**src/rtl/mantissa_aligner.sv**
```systemverilog
// Exponent-compare mantissa aligner for HUB floating-point addition.
// Shifts the smaller operand right by |Ex-Ey| over several cycles, STEP bits at a time.
module mantissa_aligner #(
    parameter int E    = 8,
    parameter int M    = 23,
    parameter int STEP = 4
) (
    input  logic                clk,
    input  logic                rst_n,
    input  logic                in_valid,
    output logic                in_ready,
    input  logic [E-1:0]        Ex,
    input  logic [E-1:0]        Ey,
    input  logic signed [E:0]   dif,
    input  logic                X_greater_than_Y,
    input  logic [M-1:0]        Mx,
    input  logic [M-1:0]        My,
    output logic                out_valid,
    input  logic                out_ready,
    output logic [E-1:0]        E_out,
    output logic [M+1:0]        M_big,
    output logic [M+1:0]        M_small,
    output logic                swap
);

    localparam int W = M + 2;
    localparam logic [E:0] ONE    = 1;
    localparam logic [E:0] W_R    = W;
    localparam logic [E:0] STEP_R = STEP;

    typedef enum logic [1:0] {IDLE, SHIFT, DONE} state_t;

    state_t         state;
    logic [E:0]     rem;
    logic [E:0]     dif_u;
    logic [E:0]     dif_abs;
    logic [E:0]     k;
    logic [W-1:0]   ext_x;
    logic [W-1:0]   ext_y;
    logic [W-1:0]   work;

    // Extended HUB mantissa: hidden bit, stored bits, implicit LSB one.
    assign ext_x   = {|Ex, Mx, 1'b1};
    assign ext_y   = {|Ey, My, 1'b1};
    assign dif_u   = dif;
    assign dif_abs = dif_u[E] ? (~dif_u + ONE) : dif_u;
    assign k       = (rem < STEP_R) ? rem : STEP_R;

    assign in_ready  = (state == IDLE);
    assign out_valid = (state == DONE);
    assign M_small   = work;

    always_ff @(posedge clk) begin
        if (!rst_n) begin
            state <= IDLE;
            rem   <= '0;
            work  <= '0;
            E_out <= '0;
            M_big <= '0;
            swap  <= 1'b0;
        end else begin
            unique case (state)
                IDLE: begin
                    if (in_valid) begin
                        swap  <= ~X_greater_than_Y;
                        E_out <= X_greater_than_Y ? Ex : Ey;
                        M_big <= X_greater_than_Y ? ext_x : ext_y;
                        rem   <= dif_abs;
                        if (dif_abs == '0) begin
                            work  <= X_greater_than_Y ? ext_y : ext_x;
                            state <= DONE;
                        end else if (dif_abs >= W_R) begin
                            work  <= '0;
                            state <= DONE;
                        end else begin
                            work  <= X_greater_than_Y ? ext_y : ext_x;
                            state <= SHIFT;
                        end
                    end
                end
                SHIFT: begin
                    work <= work >> k;
                    rem  <= rem - k;
                    if (rem == k) state <= DONE;
                end
                DONE: begin
                    if (out_ready) state <= IDLE;
                end
                default: state <= IDLE;
            endcase
        end
    end

endmodule

```
**config.mk**
```make
export PLATFORM = sky130hd
export DESIGN_NAME = mantissa_aligner
export DESIGN_NICKNAME = d
export VERILOG_FILES = /design/src/rtl/mantissa_aligner.sv
export SDC_FILE = /design/constraint.sdc
export NUM_CORES = 1
export LEC_CHECK = 0
export BUFFER_PORTS_ARGS = -buffer_cell sky130_fd_sc_hd__clkbuf_2
export CAP_MARGIN = 40
export CORE_AREA = 4 4 108 110
export DETAILED_ROUTE_END_ITERATION = 10
export DIE_AREA = 0 0 112 114
export GPL_ROUTABILITY_DRIVEN = 0
export GPL_TIMING_DRIVEN = 0
export PLACE_DENSITY = 0.71
export REMOVE_ABC_BUFFERS = 1
export SYNTH_ARGS = -nofsm -noshare
export SYNTH_HDL_FRONTEND = slang
export SYNTH_SLANG_ARGS = --single-unit
```
**constraint.sdc**
```tcl
create_clock -name clk -period 3.5 [get_ports clk]
set_input_delay 0.525 -clock clk [delete_from_list [all_inputs] [get_ports clk]]
set_output_delay 0.525 -clock clk [all_outputs]
set_load 0.03 [all_outputs]
```
Word level (Yosys, flattened, before mapping)
Cells that the tools add are included.
{"block": "op_classes", "reduce_logical": 8, "mul": 0, "div_mod_pow": 0, "addsub": 2, "mux": 17, "magnitude_cmp": 2, "bitwise": 2, "n_shift": 1, "eq_ne": 6}
{"cell": "$mux 25", "count": 5}
{"cell": "$pmux 25 s2", "count": 1}
{"cell": "$mux 9", "count": 3}
{"cell": "$shr 25x9->25", "count": 1}
{"cell": "$pmux 9 s2", "count": 1}
{"cell": "$reduce_or 8->1", "count": 2}
{"cell": "$mux 2", "count": 5}
{"cell": "$add 9x1->9 const B", "count": 1}
{"cell": "$eq 9x9->1", "count": 1}
{"cell": "$ge 9x5->1 const B", "count": 1}
{"cell": "$logic_not 9->1", "count": 1}
{"cell": "$lt 9x3->1 const B", "count": 1}
{"cell": "$not 9->9", "count": 1}
{"cell": "$sub 9x9->9", "count": 1}
{"cell": "$mux 8", "count": 1}
{"cell": "$pmux 2 s3", "count": 1}
{"cell": "$ne 2x2->1 const B", "count": 2}
{"cell": "$reduce_and 2->1", "count": 2}
{"cell": "$reduce_and 3->1", "count": 1}
{"cell": "$eq 2x1->1 const B", "count": 1}
{"cell": "$eq 2x2->1 const B", "count": 1}
{"cell": "$logic_not 2->1", "count": 1}
{"cell": "$ne 2x1->1 const B", "count": 1}
{"cell": "$reduce_bool 2->1", "count": 1}
{"cell": "$not 1->1", "count": 1}
{"block": "totals", "output_inout_bits": 61, "register_bits": 70, "mem_bits_ro": 0, "memories": 0, "mem_bits_rw": 0, "input_bits": 76, "latch_bits": 0}

Longest topological paths before layout
Gate-level depths: netlist of the first run.
{"block": "logic_depth", "depth_word": 8, "depth_mapped": 9}

Least setup slack after synthesis of the first run
No wires, ideal clock.
{"block": "synth_path", "path_kind": "input-to-reg", "start": "input port dif[0]", "end": "register work[24], in the netlist M_small[24]", "t_arrival_ps": 2084, "cell_stages": 9, "t_required_ps": 3426, "setup_slack_ps": 1341, "path_cell_list": "inv_1 ha_1 or3b_4 a211oi_2 or3_1 buf_4 nand4_4 buf_6 o22ai_2"}
{"block": "synth_via", "elab_chain_len": 8, "elab_cells_between_ends": 9}
{"item": "start: declaration", "line": "14", "text": "input logic signed [E:0] dif,"}
{"item": "$not 9->9", "line": "46", "text": "assign dif_abs = dif_u[E] ? (~dif_u + ONE) : dif_u;"}
{"item": "$add 9x1->9", "line": "46"}
{"item": "$mux 9 *", "line": "46"}
{"item": "$ge 9x5->1", "line": "72", "text": "end else if (dif_abs >= W_R) begin"}
{"item": "$mux 25", "line": "72"}
{"item": "$mux 25 *", "line": "69", "text": "if (dif_abs == '0) begin"}
{"item": "$mux 25 *", "line": "64", "text": "if (in_valid) begin"}
{"item": "$pmux 25 s2 *", "line": "62", "text": "unique case (state)"}
{"item": "end signal: assignment", "line": "70", "text": "work <= X_greater_than_Y ? ext_y : ext_x;"}
{"item": "end signal: assignment", "line": "76", "text": "work <= X_greater_than_Y ? ext_y : ext_x;"}
{"item": "end signal: assignment", "line": "82", "text": "work <= work >> k;"}
{"item": "end: declaration", "line": "40", "text": "logic [W-1:0] work;"}
Every way passes the cells marked *; elsewhere a longest branch is shown, timed or not. The select of a mux whose other input is x is not followed.
A chain may end at the register's enable or synchronous reset.

Final worst setup path of the first run
Ends and elaborated chain as after synthesis.

==> results by stage, run 1 <==
Run status:
- The flow ran to the end, and the final reports show no timing, DRC or antenna violations.

Pwr:
- The fraction of power spent switching nets is 34.4%.
- The overall power of the completed layout is 2.28 mW.
- In this run the static leakage power is 2.70 nW.
- The register share of total power is 40.6%.
- The part of the power in the clock network is 30.9%.
- The part of the power in combinational logic is 28.6%.
- Power spread over the standard cell area amounts to 404 mW/mm2.
- Internal power comes to 1.50 mW.
- The switching power total is 0.785 mW.
- The maximum resistive drop on vdd is 0.000196 V.

Floorplan:
- The number of rows created at floorplan is 38.
- The overall die height is 114 um.
- The starting utilization of the core area is 43.4%.
- The die covers 0.0128 mm2.
- In this run the horizontal extent of the chip is 112 um.
- The total core area is 0.0107 mm2.
- The I/O pin count is 137.

Setup path:
- The largest single stage delay on the critical path is 0.43 ns.
- The source of the worst register-to-register timing path is rem[2].
- The number of cells on the worst reg-to-reg path is 6.
- The worst flop-to-flop path endpoint is M_small[6].
- The category of the worst setup path capture point is a register.
- The required time at the worst-slack endpoint is 3.79 ns.
- Setup slack on the worst reg-to-reg path comes out at 1.11 ns.
- The critical path ends at M_small[24].
- The arrival time at the worst endpoint is 2.73 ns.
- The largest fanout on the critical path is 20.
- The worst setup path is launched from an input port.
- Traced cell by cell, the critical path runs through clkbuf_2 -> inv_1 -> ha_1 -> or3b_4 -> a211oi_2 -> or3_1 -> nand4_4 -> o22ai_2.
- The largest individual stage delay along the critical path comes from the cell sky130_fd_sc_hd__or3b_4.
- The kind of critical path is in2reg.
- Tracing the worst setup path back leads to its startpoint at dif[0].

Clock network:
- The number of H-tree branching levels is 3.
- TritonCTS built the clock tree.
- Counting every sink on the clock net gives 70.
- The post-CTS setup repair buffer count is 0.
- The clock passes through at most 2 buffers.
- In this run, CTS created clock tree buffers numbering 9.
- The later pin in the worst-skew pair is clocked with a latency of 0.36 ns.
- The clock tree root driver cell is sky130_fd_sc_hd__clkbuf_8.
- The clock-pin slew reported for the worst setup and hold paths after clock tree synthesis is 0.08 ns.
- The number of buffers inserted by hold repair at cts is 0.
- The number of cells upsized or downsized after cts is 0.

Logic synthesis:
- In the synthesized netlist, the number of instances is 494.
- The synthesized netlist devotes 15.1% of its cell area to simple gates.
- The mean instance size in the synthesized netlist is 9.40 um2.
- Measured against the total synthesized area, the mux share comes to 25.3%.
- Yosys mapped the design onto 63 distinct sky130hd cell types.
- The post-synthesis compound-gate area fraction is 22.8%.
- The main flop type after synthesis is sky130_fd_sc_hd__dfxtp_1.
- The fraction of registers with async set or reset after synthesis is 0%.
- The Yosys step of the flow raised 0 warnings.
- The synthesized netlist devotes 0.943% of its cell area to XOR and XNOR gates.
- Counting flops with a built-in enable in the synthesized netlist gives 0.
- The flip-flop and latch count after synthesis is 70.
- The adder-cell area share of the yosys netlist is 0.539%.
- The summed instance area of the synthesized netlist is 0.00464 mm2.
- The sequential-to-total area share from yosys stat is 30.2%.
- After synthesis, the largest family of logic cells by area is multiplexers.

Flow run:
- The number of maximum-capacitance violations is 0.

Layout:
- The post-route netlist has 31.9% of its cells at a drive strength greater than 1.
- The diode insertion count for antenna repair is 0.
- Compared with the post-synthesis result, the final layout area differs by 21.8%.
- The final standard cell count with taps included and fillers excluded is 748.
- The final instance area is 0.00565 mm2.
- The filler cells instantiated in the layout total 972.
- The number of nets in the final layout is 681.

GRT:
- Entering global routing, the biggest net connects 47 pins.
- Summed over all layers, the global routing overflow is 0.
- The first-pass GRT wire length is 20300 um.
- The via count of the first global-routing pass came to 4181.
- The initial antenna violation count is 0.
- The overall routing resource usage is 19.2%.

Detailed routing:
- The detail route stage leaves a number of antenna-violating nets equal to 0.
- The number of remaining DRC errors is 0.
- The first detailed-routing pass ran for 4 iterations.
- After the first detailed-routing iteration, the DRC count stood at 265.
- Dividing the detail-routed via count by the number of cells gives 5.72.
- Summed over all layers, the routed wires come to 12100 um.
- The detailed-route wire length per cell is 16.1 um.
- The routed layout has 4279 vias.

STA:
- For this run, the top clock speed supported by timing is 409 MHz.
- The part of the cycle the worst path needs is 69.9%.
- The final worst setup slack is 1.05 ns.
- The number of max-slew violations in the final report is 0.
- The number of failing setup endpoints in the final timing report is 0.
- On the final layout, the worst hold slack is 0.442 ns.
- The worst pin sits at a relative slew slack of 42.2%.
- Setup repair after global routing left no endpoint under its margin.
- The post-route clock skew is 0.00714 ns.
- At the pin with the least slew margin, the transition time is 0.868 ns.
- Counting I/O delays and the setup requirement, the final critical path takes 2.45 ns.
- The hold violation total from the final report is 0.

Hold path:
- In this run the worst hold path is classified as in2reg.

Place:
- The placed instances occupy a cell area of 0.00545 mm2.
- Timing analysis after detailed placement gives a worst setup slack of 0.678 ns.
- After legalization and detailed placement, the total HPWL measured 8900 um.
- The port buffer count is 136.
- The number of placed instances, taps included is 732.
==> through the flow <==
step / TNS [ns] / utilization [%]
after floorplan: -12.52 / -
after global placement: -102.78 / 49.4
after detailed placement: 0 / 50.9
after CTS: 0 / 52.8
after global routing: 0 / 52.8
final: 0 / 52.8
==> cells in the mapped netlist (14+ instances only) <==
cell type,n,area (um2)
sky130_fd_sc_hd__mux4_2,16,360
sky130_fd_sc_hd__o211a_1,32,320
sky130_fd_sc_hd__nor2_1,19,71.3
sky130_fd_sc_hd__a2bb2oi_1,15,131
sky130_fd_sc_hd__o21ai_0,16,80.1
sky130_fd_sc_hd__a21oi_1,19,95.1
sky130_fd_sc_hd__clkbuf_1,23,86.3
sky130_fd_sc_hd__o21ai_1,15,75.1
sky130_fd_sc_hd__nand2_1,57,214
sky130_fd_sc_hd__mux2i_1,77,771
sky130_fd_sc_hd__dfxtp_1,70,1400
sky130_fd_sc_hd__buf_2,14,70.1
==> sequential cells by signal, indices dropped and copies added (netlist names) <==
name,count
E_out,8
M_big,25
state,2
rem,9
M_small,25
swap,1
==> how the worst min path moves through the flow <==
stage	cells past startpoint	to	slack, ns	start
floorplan	2	state[0]	0.57	state[0]
global placement	1	M_big[0]	0.45	M_big[0]
detailed placement	2	M_big[24]	0.46	M_big[24]
CTS	3	M_small[15]	0.44	Mx[14]
global route	3	M_small[11]	0.44	My[10]
finish	3	M_small[15]	0.44	Mx[14]
==> routing by layer <==
layer | global-route usage [%] | share of wire [%] | wire length, um
met4 | 7.21 | 2.1 | 248
met3 | 5.94 | 8.6 | 1040
met5 | 0 | 0 | 0
met2 | 30.0 | 46 | 5520
met1 | 25.0 | 44 | 5270
==> placed cells by master, fill, tap and decap left out, types with 3 or more instances in the layout <==
master / instances
sky130_fd_sc_hd__o211ai_2: 3
sky130_fd_sc_hd__mux2_2: 4
sky130_fd_sc_hd__mux2i_1: 77
sky130_fd_sc_hd__mux4_2: 16
sky130_fd_sc_hd__a21oi_1: 19
sky130_fd_sc_hd__inv_1: 4
sky130_fd_sc_hd__o21ai_1: 15
sky130_fd_sc_hd__nor2_1: 18
sky130_fd_sc_hd__nand3_1: 3
sky130_fd_sc_hd__nand4_1: 4
sky130_fd_sc_hd__buf_16: 4
sky130_fd_sc_hd__o21ai_0: 16
sky130_fd_sc_hd__nor3_1: 8
sky130_fd_sc_hd__nand2_1: 57
sky130_fd_sc_hd__and3_1: 3
sky130_fd_sc_hd__o21a_1: 5
sky130_fd_sc_hd__and2_1: 4
sky130_fd_sc_hd__o211a_1: 32
sky130_fd_sc_hd__dfxtp_1: 69
sky130_fd_sc_hd__a31oi_1: 3
sky130_fd_sc_hd__nand2b_1: 3
sky130_fd_sc_hd__clkbuf_8: 11
sky130_fd_sc_hd__a211oi_1: 3
sky130_fd_sc_hd__nor4_1: 4
sky130_fd_sc_hd__o22ai_1: 3
sky130_fd_sc_hd__o211ai_1: 5
sky130_fd_sc_hd__a2bb2oi_1: 15
sky130_fd_sc_hd__clkbuf_2: 135
sky130_fd_sc_hd__nor2b_1: 9
sky130_fd_sc_hd__nor4bb_1: 3
sky130_fd_sc_hd__xor2_1: 3
==> power groups by stage <==
| stage | clock [mW] | sequential, mW | combinational, mW |
|---|---|---|---|
| global route | 0.761 | 0.939 | 0.709 |
| finish | 0.704 | 0.926 | 0.652 |
| global placement | 0 | 0.943 | 0.607 |
| floorplan | 0 | 1.03 | 0.312 |
| CTS | 0.716 | 0.925 | 0.655 |
| detailed placement | 0 | 0.944 | 0.653 |
==> cell families (layout without fill, tap and decap cells) <==
| logic type | Yosys count | count (layout) |
|---|---|---|
| other cells | 1 | 1 |
| xor+xnor | 5 | 5 |
| fa+ha+maj | 2 | 2 |
| simple gates | 130 | 130 |
| mux | 97 | 97 |
| buf+inv | 49 | 163 |
| compound gates | 140 | 140 |
| flops | 70 | 70 |
==> worst max-delay path, delay by kind of cell <==
kind	cells	cell delay, ns
AO/OA/AOI/OAI	2	0.54
adder cells (fa/ha/maj)	1	0.27
buffers and inverters	2	0.22
AND/OR/NAND/NOR	3	1.17
==> area by class of cell <==
cell class	instances	area [um2]	share of cell area [%]
Inverter	4	15.0	0.266
Sequential cell	70	1400	24.8
Timing Repair Buffer	143	836	14.8
Clock buffer	11	151	2.68
Multi-Input combinational cell	375	3020	53.4
Tap cell	140	175	3.10
Clock inverter	5	56.3	0.996
No activity file was read; power rests on OpenSTA's default activity.
==> run 2: changes to the inputs <==
--- a/config.mk
+++ b/config.mk
@@ -5,14 +5,15 @@
 export SDC_FILE = /design/constraint.sdc
 export NUM_CORES = 1
 export LEC_CHECK = 0
+export ABC_AREA = 1
 export BUFFER_PORTS_ARGS = -buffer_cell sky130_fd_sc_hd__clkbuf_2
 export CAP_MARGIN = 40
-export CORE_AREA = 4 4 108 110
+export CORE_AREA = 4 4 111 113
 export DETAILED_ROUTE_END_ITERATION = 10
-export DIE_AREA = 0 0 112 114
+export DIE_AREA = 0 0 115 117
 export GPL_ROUTABILITY_DRIVEN = 0
 export GPL_TIMING_DRIVEN = 0
-export PLACE_DENSITY = 0.71
+export PLACE_DENSITY = 0.72
 export REMOVE_ABC_BUFFERS = 1
 export SYNTH_ARGS = -nofsm -noshare
 export SYNTH_HDL_FRONTEND = slang
==> constraint.sdc (replaced) <==
create_clock -name clk -period 2.1 [get_ports clk]
set_input_delay 0.315 -clock clk [delete_from_list [all_inputs] [get_ports clk]]
set_output_delay 0.315 -clock clk [all_outputs]
set_load 0.03 [all_outputs]
==> run 2 against run 1 <==
Clock power grew 120%. Critical endpoint is now rem[8]. Area after synthesis grew 4.5%. Combinational power grew to 6.9 times the previous value. Global-route usage grew 2.9 points. Worst setup slack lost 0.89 ns. Sequential cell count is the same. Total power grew to 3.6 times the previous value. Highest routed layer unchanged. Sequential power grew 130%. Utilization shrank 0.79 points. Largest power group is now combinational cells.
==> results by stage, run 2 <==
Run status:
- The flow ran to the end, and the final reports show no timing, DRC or antenna violations.

Pwr:
- The standby leakage power came to 2.79 nW (+3.4%).
- The overall power of the completed layout is 8.22 mW (+260%).
- The maximum resistive drop on vdd is 0.000625 V (+220%).
- The total power divided by cell area was 1390 mW/mm2 (+250%).

STA:
- The final period demand of the worst path is 1.94 ns.
- Setup repair after global routing left no endpoint under its margin.
- The number of failing setup endpoints in the final timing report is 0 (unchanged).
- The normalized max-slew margin is 54.7% (+13 points).
- The number of max-slew violations in the final report is 0 (unchanged).
- After layout, the worst path uses 92.4% of the clock period.
- Based on the critical path, the design can be clocked at up to 515 MHz.
- The hold violation total from the final report was 0 (unchanged).
- The final worst setup slack is 0.159 ns (-0.893 ns).
- The post-route clock skew is 0.00738 ns (+0.000241 ns).
- The transition at the pin with the smallest max-transition slack is 0.679 ns (-0.189 ns).

Clock network:
- The CTS buffer count is 9 (unchanged).
- The TritonCTS clock tree is done.
- The clock-pin slew reported for the worst setup and hold paths after clock tree synthesis is 0.06 ns (-0.02 ns).
- The number of H-tree branching levels is 3 (unchanged).
- The clock latency on the worst-skew pair is 0.33 ns (-0.03 ns).
- The number of buffers inserted by hold repair at cts is 0 (unchanged).
- The number of buffers on the longest clock path is 2 (unchanged).
- The clock tree root driver cell is sky130_fd_sc_hd__clkbuf_16.
- The CTS sink count is 70 (unchanged).

Logic synthesis:
- After synthesis, the cell types taking the most area are sky130_fd_sc_hd__dfxtp_1, sky130_fd_sc_hd__nand2_1, sky130_fd_sc_hd__nand3_1.
- The number of different library cells in the post-synthesis netlist was 34 (-46%).
- The flip-flop and latch count after synthesis came to 70 (unchanged).
- The main flop type after synthesis is sky130_fd_sc_hd__dfxtp_1.
- The sequential-to-total area share from yosys stat is 28.9% (-1.3 points).
- The fraction of registers with async set or reset after synthesis is 0% (unchanged).
- The cell count after synthesis is 786 (+59%).
- By instance count, the leading cell after synthesis is sky130_fd_sc_hd__nand2_1.
- The number of enable-type register cells in the synthesized netlist is 0 (unchanged).
- The area share of the largest cell type after synthesis is 28.9% (-1.3 points).
- The mean instance size in the synthesized netlist was 6.17 um2 (-34%).
- Ranked by instance count, the synthesized netlist is headed by sky130_fd_sc_hd__nand2_1, sky130_fd_sc_hd__nand3_1, sky130_fd_sc_hd__inv_1.
- The summed instance area of the synthesized netlist is 0.00485 mm2 (+4.5%).
- The library cell with the largest summed area after synthesis is sky130_fd_sc_hd__dfxtp_1.
- The warning count from the yosys run came to 0 (unchanged).

Setup path:
- The largest fanout on the critical path is 49 (+150%).
- Walking the worst path, the cells encountered are inv_1 -> nor2_4 -> inv_4 -> nor4_1 -> nand2_1 -> nand2_1 -> nand3_1 -> nand2_1 -> inv_1.
- The kind of start point of the critical path is a register.
- The slowest stage of the critical path is the sky130_fd_sc_hd__dfxtp_1 cell.
- The buffers plus inverters on the worst setup path came to 3 (+1).
- The worst setup path is captured at a register.
- The kind of cell adding the most delay to the critical path is simple AND/OR/NAND/NOR gates.
- The worst-case reg-to-reg path depth is 9 (+3).
- The required time at the worst-slack endpoint is 2.33 ns (-1.46 ns).
- The reg2reg setup slack is 0.16 ns (-0.95 ns).
- The source of the worst register-to-register timing path is state[0].
- The worst flop-to-flop path endpoint is rem[8].
- By instance count, the cell type seen most on the critical path is sky130_fd_sc_hd__nand2_1.
- The arrival time at the worst endpoint is 2.17 ns (-0.56 ns).
- The cell depth of the worst setup path was 9 (+1).
- The setup path with the least slack is of type reg2reg.
- The longest individual stage delay on the worst path was 0.39 ns (-0.04 ns).

Layout:
- The number of nets in the final layout is 971 (+43%).
- The final instance area is 0.00589 mm2 (+4.2%).
- The filler cell count in the final layout is 1204 (+24%).
- In the layout the commonest cells are sky130_fd_sc_hd__nand2_1, sky130_fd_sc_hd__clkbuf_2, sky130_fd_sc_hd__nand3_1.
- The diode insertion count for antenna repair is 0 (unchanged).
- The area taken by flip-flops and latches is 0.00140 mm2 (about the same).
- The end-of-flow core utilization is 52.1% (-0.79 points).
- Leaving out fill and tap cells, the most frequent cell in the layout is sky130_fd_sc_hd__nand2_1.
- The area added between synthesis and finish is 21.5%.
- The fraction of final layout cells sized beyond drive strength 1 is 24.3% (-7.6 points).
- The multi-input combinational cell area is 0.00293 mm2 (-2.9%).

Detailed routing:
- The number of design-rule violations left by the first detailed-router iteration came to 350 (+32%).
- The routed via count divided by cell count is 5.40 (-5.7%).
- The detailed-route wire length per cell is 15.0 um (-7.1%).
- The count of vias placed by the detailed router is 5617 (+31%).
- The number of iterations in the first detailed-routing pass was 5 (+1).
- The overall routed net length is 15600 um (+29%).
- The number of remaining DRC errors came to 0 (unchanged).
- The remaining antenna violation count after routing is 0 (unchanged).

Hold path:
- The worst hold path begins at Mx[10].
- The min-delay analysis places its worst path in the category in2reg.
- The number of cells traversed by the worst hold path is 3 (unchanged).
- The capture endpoint of the worst hold path is M_big[11].

Floorplan:
- The x dimension of the die is 115 um (+2.7%).
- The number of rows created at floorplan was 39 (+2.6%).
- The I/O pin count is 137 (unchanged).
- The total core area is 0.0113 mm2 (+5.8%).
- The starting utilization of the core area is 42.9% (-0.53 points).
- The overall die area came to 0.0135 mm2 (+5.4%).
- The overall die height is 117 um (+2.6%).

Flow run:
- The number of maximum-capacitance violations came to 0 (unchanged).

Place:
- The post-place instance area is 0.00551 mm2 (+1.1%).
- The post-DP HPWL is 10800 um (+21%).
- The port buffer count is 136 (unchanged).
- The worst slack at placement came to -0.517 ns (-1.19 ns).

GRT:
- The leftover overflow at the end of global routing is 0 (unchanged).
- The maximum number of pins on one net before global-route repair is 51 (+8.5%).
- The first-pass GRT wire length is 24200 um (+19%).
- The initial antenna violation count is 0 (unchanged).
- The via count of the first global-routing pass is 4886 (+17%).
- The overall routing resource usage is 22.1% (+2.9 points).
-- run 2: cells by family after synthesis --
kind of cell / Yosys count / share of synthesized area, %
AOI/OAI and AO/OA: 143 / 17.7
adders and majority gates: 2 / 0.516
buffers and inverters: 134 / 12.2
DFF: 70 / 28.9
muxes: 1 / 0.206
other: 1 / 0.0773
and+or+nand+nor: 435 / 40.4
-- run 2: power by group --
part	leakage [nW]	switching (mW)	total, mW	internal, mW
clock	0.148	0.591	1.54	0.947
combinational	2.06	3.19	4.51	1.32
sequential	0.577	0.439	2.17	1.73
total	2.79	4.22	8.22	3.99
-- run 2: metal layers --
layer	wire length, um	vias up	GRT usage (%)
li1	-	2815	-
met2	7070	226	34.3
met4	308	0	7.59
met1	7060	2555	30.8
met5	0	-	0
met3	1190	21	4.11
-- run 2: layout make-up --
class,count,share of cell area [%]
multi-input cells,586,49.7
flip-flops and latches,70,23.8
repair buffers,141,12.7
inverters,85,5.69
clock buffers,10,4.06
well taps,143,3.04
clock inverters,6,1.04
-- run 2: worst min-delay path: stages --
cell	delay [ns]
sky130_fd_sc_hd__clkbuf_2	0.08
sky130_fd_sc_hd__inv_1	0.06
sky130_fd_sc_hd__a211oi_1	0.06
-- run 2: worst max-delay path by stage --
stage / slack [ns] / to / start
finish: 0.16 / rem[8] / state[0]
global route: 0.007 / rem[8] / state[0]
CTS: 0.01 / M_small[3] / rem[5]
detailed placement: -0.52 / M_big[24] / X_greater_than_Y
global placement: -1.60 / M_big[24] / X_greater_than_Y
floorplan: -0.25 / M_big[24] / state[1]
-- run 2: stage by stage --
stage	hold WS, ns	instances	TNS [ns]
after global placement	0.455	1016	-54.81
after detailed placement	0.464	1020	-18.89
final	0.216	1041	0
after CTS	0.208	1038	0
after floorplan	0.413	737	-4.32
after global routing	0.221	1041	0
-- run 2: timing repair --
| item | 4_1_cts | 5_1_grt |
|---|---|---|
| gates resized for setup | 5 | 8 |
| pin swaps | 2 | 3 |
| buffers inserted | 0 | 1 |
| gates cloned | 2 | 2 |
| endpoints found under the setup margin | 47 | 49 |
==> run 3: changes to the inputs <==
--- a/config.mk
+++ b/config.mk
@@ -13,7 +13,7 @@
 export DIE_AREA = 0 0 115 117
 export GPL_ROUTABILITY_DRIVEN = 0
 export GPL_TIMING_DRIVEN = 0
-export PLACE_DENSITY = 0.72
+export PLACE_DENSITY = 0.7
 export REMOVE_ABC_BUFFERS = 1
 export SYNTH_ARGS = -nofsm -noshare
 export SYNTH_HDL_FRONTEND = slang
==> constraint.sdc (replaced) <==
create_clock -name clk -period 2.2 [get_ports clk]
set_input_delay 0.33 -clock clk [delete_from_list [all_inputs] [get_ports clk]]
set_output_delay 0.33 -clock clk [all_outputs]
set_load 0.03 [all_outputs]
==> run 3 against run 2 <==
Utilization hardly changed. Critical path type is now in2reg. Largest cell class unchanged. Die area stayed put. Cell area hardly changed.
==> results by stage, run 3 (synthesis results as in run 2) <==
GRT:
- The leftover overflow at the end of global routing is 0 (unchanged).
- The maximum number of pins on one net before global-route repair came to 51 (unchanged).
- The overall routing resource usage is 22.5% (+0.40 points).
- The first-pass GRT wire length is 24900 um (+2.9%).
- The initial antenna violation count came to 0 (unchanged).
- The via count of the first global-routing pass is 5033 (+3.0%).

STA:
- The part of the cycle the worst path needs is 92.3%.
- The transition at the pin with the smallest max-transition slack was 0.733 ns (+0.0542 ns).
- Setup repair after global routing left no endpoint under its margin.
- Static timing analysis puts the maximum clock frequency at 492 MHz.
- The final period demand of the worst path is 2.03 ns.
- The number of max-slew violations in the final report was 0 (unchanged).
- The post-route clock skew is 0.00610 ns (-0.00128 ns).
- The normalized max-slew margin was 51.1% (-3.6 points).
- The hold violation total from the final report is 0 (unchanged).
- The number of failing setup endpoints in the final timing report is 0 (unchanged).
- The worst hold slack is 0.236 ns (+0.0203 ns).

Detailed routing:
- The routed via count divided by cell count came to 5.33 (-1.3%).
- The remaining antenna violation count after routing is 0 (unchanged).
- The number of remaining DRC errors came to 0 (unchanged).
- The number of iterations in the first detailed-routing pass came to 7 (+2).
- The count of vias placed by the detailed router is 5546 (-1.3%).
- The number of design-rule violations left by the first detailed-router iteration came to 434 (+24%).
- The detailed-route wire length per cell is 14.8 um (-1.1%).
- The overall routed net length was 15400 um (-1.1%).

Setup path:
- The source of the worst register-to-register timing path is state[1].
- The worst-case reg-to-reg path depth was 8 (-1).
- The worst register-to-register path ends at M_small[0].
- The largest fanout on the critical path is 12 (-76%).
- The worst setup path is captured at a register.
- The arrival time at the worst endpoint is 2.30 ns (+0.13 ns).
- The required time at the worst-slack endpoint is 2.47 ns (+0.14 ns).
- The buffers plus inverters on the worst setup path was 2 (-1).
- Traced cell by cell, the critical path runs through clkbuf_2 -> inv_1 -> ha_1 -> nand2_1 -> o21ai_0 -> nor2_1 -> nand2_1 -> nand3_2 -> nand2_2 -> nor2_2 -> nand3_2 -> a21oi_1.
- The kind of cell adding the most delay to the critical path is simple AND/OR/NAND/NOR gates.
- The longest individual stage delay on the worst path is 0.56 ns (+0.17 ns).
- The reg2reg setup slack is 0.17 ns (about the same).
- The kind of critical path is in2reg.
- The kind of start point of the critical path is an input port.
- For this design, the slowest cell found on the critical path is sky130_fd_sc_hd__nor2_2.

Floorplan:
- The I/O pin count is 137 (unchanged).
- The total core area is 0.0113 mm2 (unchanged).
- The x dimension of the die is 115 um (unchanged).
- The number of rows created at floorplan is 39 (unchanged).
- The overall die area is 0.0135 mm2 (unchanged).
- The overall die height is 117 um (unchanged).
- The starting utilization of the core area came to 42.9% (unchanged).

Pwr:
- The maximum resistive drop on vdd is 0.000528 V (-16%).
- The internal power is 3.79 mW (-5.1%).
- The switching power total was 4.04 mW (-4.4%).
- The overall power of the completed layout came to 7.83 mW (-4.7%).
- The fraction of power spent switching nets is 51.6% (+0.19 points).
- The total power divided by cell area was 1330 mW/mm2 (-4.7%).
- The part of the power in combinational logic is 55.0% (about the same).
- The register share of total power is 26.2% (-0.2 points).
- The standby leakage power came to 2.78 nW (about the same).
- The part of the power in the clock network is 18.8% (about the same).

Place:
- The post-DP HPWL was 10600 um (-1.8%).
- The post-place instance area was 0.00551 mm2 (about the same).
- The port buffer count is 136 (unchanged).
- The number of placed instances, taps included is 1020 (unchanged).

Layout:
- The end-of-flow core utilization is 52.0% (about the same).
- The leading cell type in the layout, fill and taps excluded is sky130_fd_sc_hd__nand2_1.
- The number of nets in the final layout is 971 (unchanged).
- In the layout the commonest cells are sky130_fd_sc_hd__nand2_1, sky130_fd_sc_hd__clkbuf_2, sky130_fd_sc_hd__nand3_1.
- The diode insertion count for antenna repair is 0 (unchanged).
- The fraction of final layout cells sized beyond drive strength 1 is 24.3% (unchanged).
- The area added between synthesis and finish is 21.4% (about the same).
- The final standard cell count with taps included and fillers excluded came to 1041 (unchanged).
- The final instance area came to 0.00589 mm2 (about the same).
- The multi-input combinational cell area is 0.00291 mm2 (-0.47%).
- The area taken by flip-flops and latches is 0.00140 mm2 (unchanged).
- The filler cell count in the final layout is 1210 (+0.50%).

Run status:
- The flow ran to the end, and the final reports show no timing, DRC or antenna violations.

Clock network:
- The CTS sink count was 70 (unchanged).
- The number of H-tree branching levels is 3 (unchanged).
- The number of buffers on the longest clock path came to 2 (unchanged).
- The clock-pin slew reported for the worst setup and hold paths after clock tree synthesis is 0.06 ns (about the same).
- The tree is rooted in a sky130_fd_sc_hd__clkbuf_16.
- The clock latency on the worst-skew pair is 0.33 ns (about the same).
- The CTS buffer count is 9 (unchanged).
- The TritonCTS clock tree is done.

Hold path:
- The number of cells traversed by the worst hold path came to 3 (unchanged).
- The launch point of the worst hold path is Mx[10].
- For hold timing, the worst endpoint is M_big[11].
- The type of the most critical hold path is in2reg.

Flow run:
- The number of maximum-capacitance violations is 0 (unchanged).
-- run 3: worst max path at each step --
| stage | from | to | slack (ns) | depth (start not counted) |
|---|---|---|---|---|
| global placement | X_greater_than_Y | M_big[24] | -1.57 | 7 |
| global route | state[0] | rem[8] | 0.004 | 9 |
| finish | dif[0] | M_small[17] | 0.17 | 12 |
| detailed placement | X_greater_than_Y | M_big[12] | -0.43 | 6 |
| floorplan | state[1] | M_big[24] | -0.15 | 7 |
| CTS | state[1] | M_small[0] | 0.02 | 8 |
-- run 3: worst min-delay path: cells and delay by family --
family,cells,cell delay [ns]
compound gates,1,0.06
buf+inv,2,0.14
-- run 3: area by class of cell --
class / instances / area share [%]
sequential: 70 / 23.8
inverter: 85 / 5.65
timing repair buffer: 141 / 13.0
clock inverter: 7 / 1.23
tap: 143 / 3.04
clock buffer: 9 / 3.82
multi-input combinational: 586 / 49.5
-- run 3: power groups by stage --
stage	registers [mW]	logic (mW)	clock network [mW]
final	2.05	4.31	1.47
after global routing	2.11	4.78	1.54
after CTS	2.04	4.15	1.49
after detailed placement	2.06	4.05	0
after global placement	2.10	3.96	0
after floorplan	2.60	2.35	0
-- run 3: repair_timing --
action	in CTS	in global routing
buffers inserted	0	1
gates cloned	1	3
endpoints found under the setup margin	39	30
hold buffers	0	0
pin swaps	1	4
resized for setup	3	7
-- run 3: through the flow --
stage	setup slack [ns]	setup TNS, ns
6_report	0.169	0
4_1_cts	0.0225	0
3_3_place_gp	-1.57	-51.00
3_5_place_dp	-0.433	-13.25
5_1_grt	0.00418	0
2_1_floorplan	-0.153	-1.08
-- run 3: per-layer routing --
metal	vias up	GRT usage, %	wire length [um]	share of wire [%]
li1	2812	-	-	-
met1	2503	32.2	6980	45
met2	212	34.3	6930	45
met3	19	4.22	1220	7.9
met4	0	6.96	311	2.0
met5	-	0	0	0
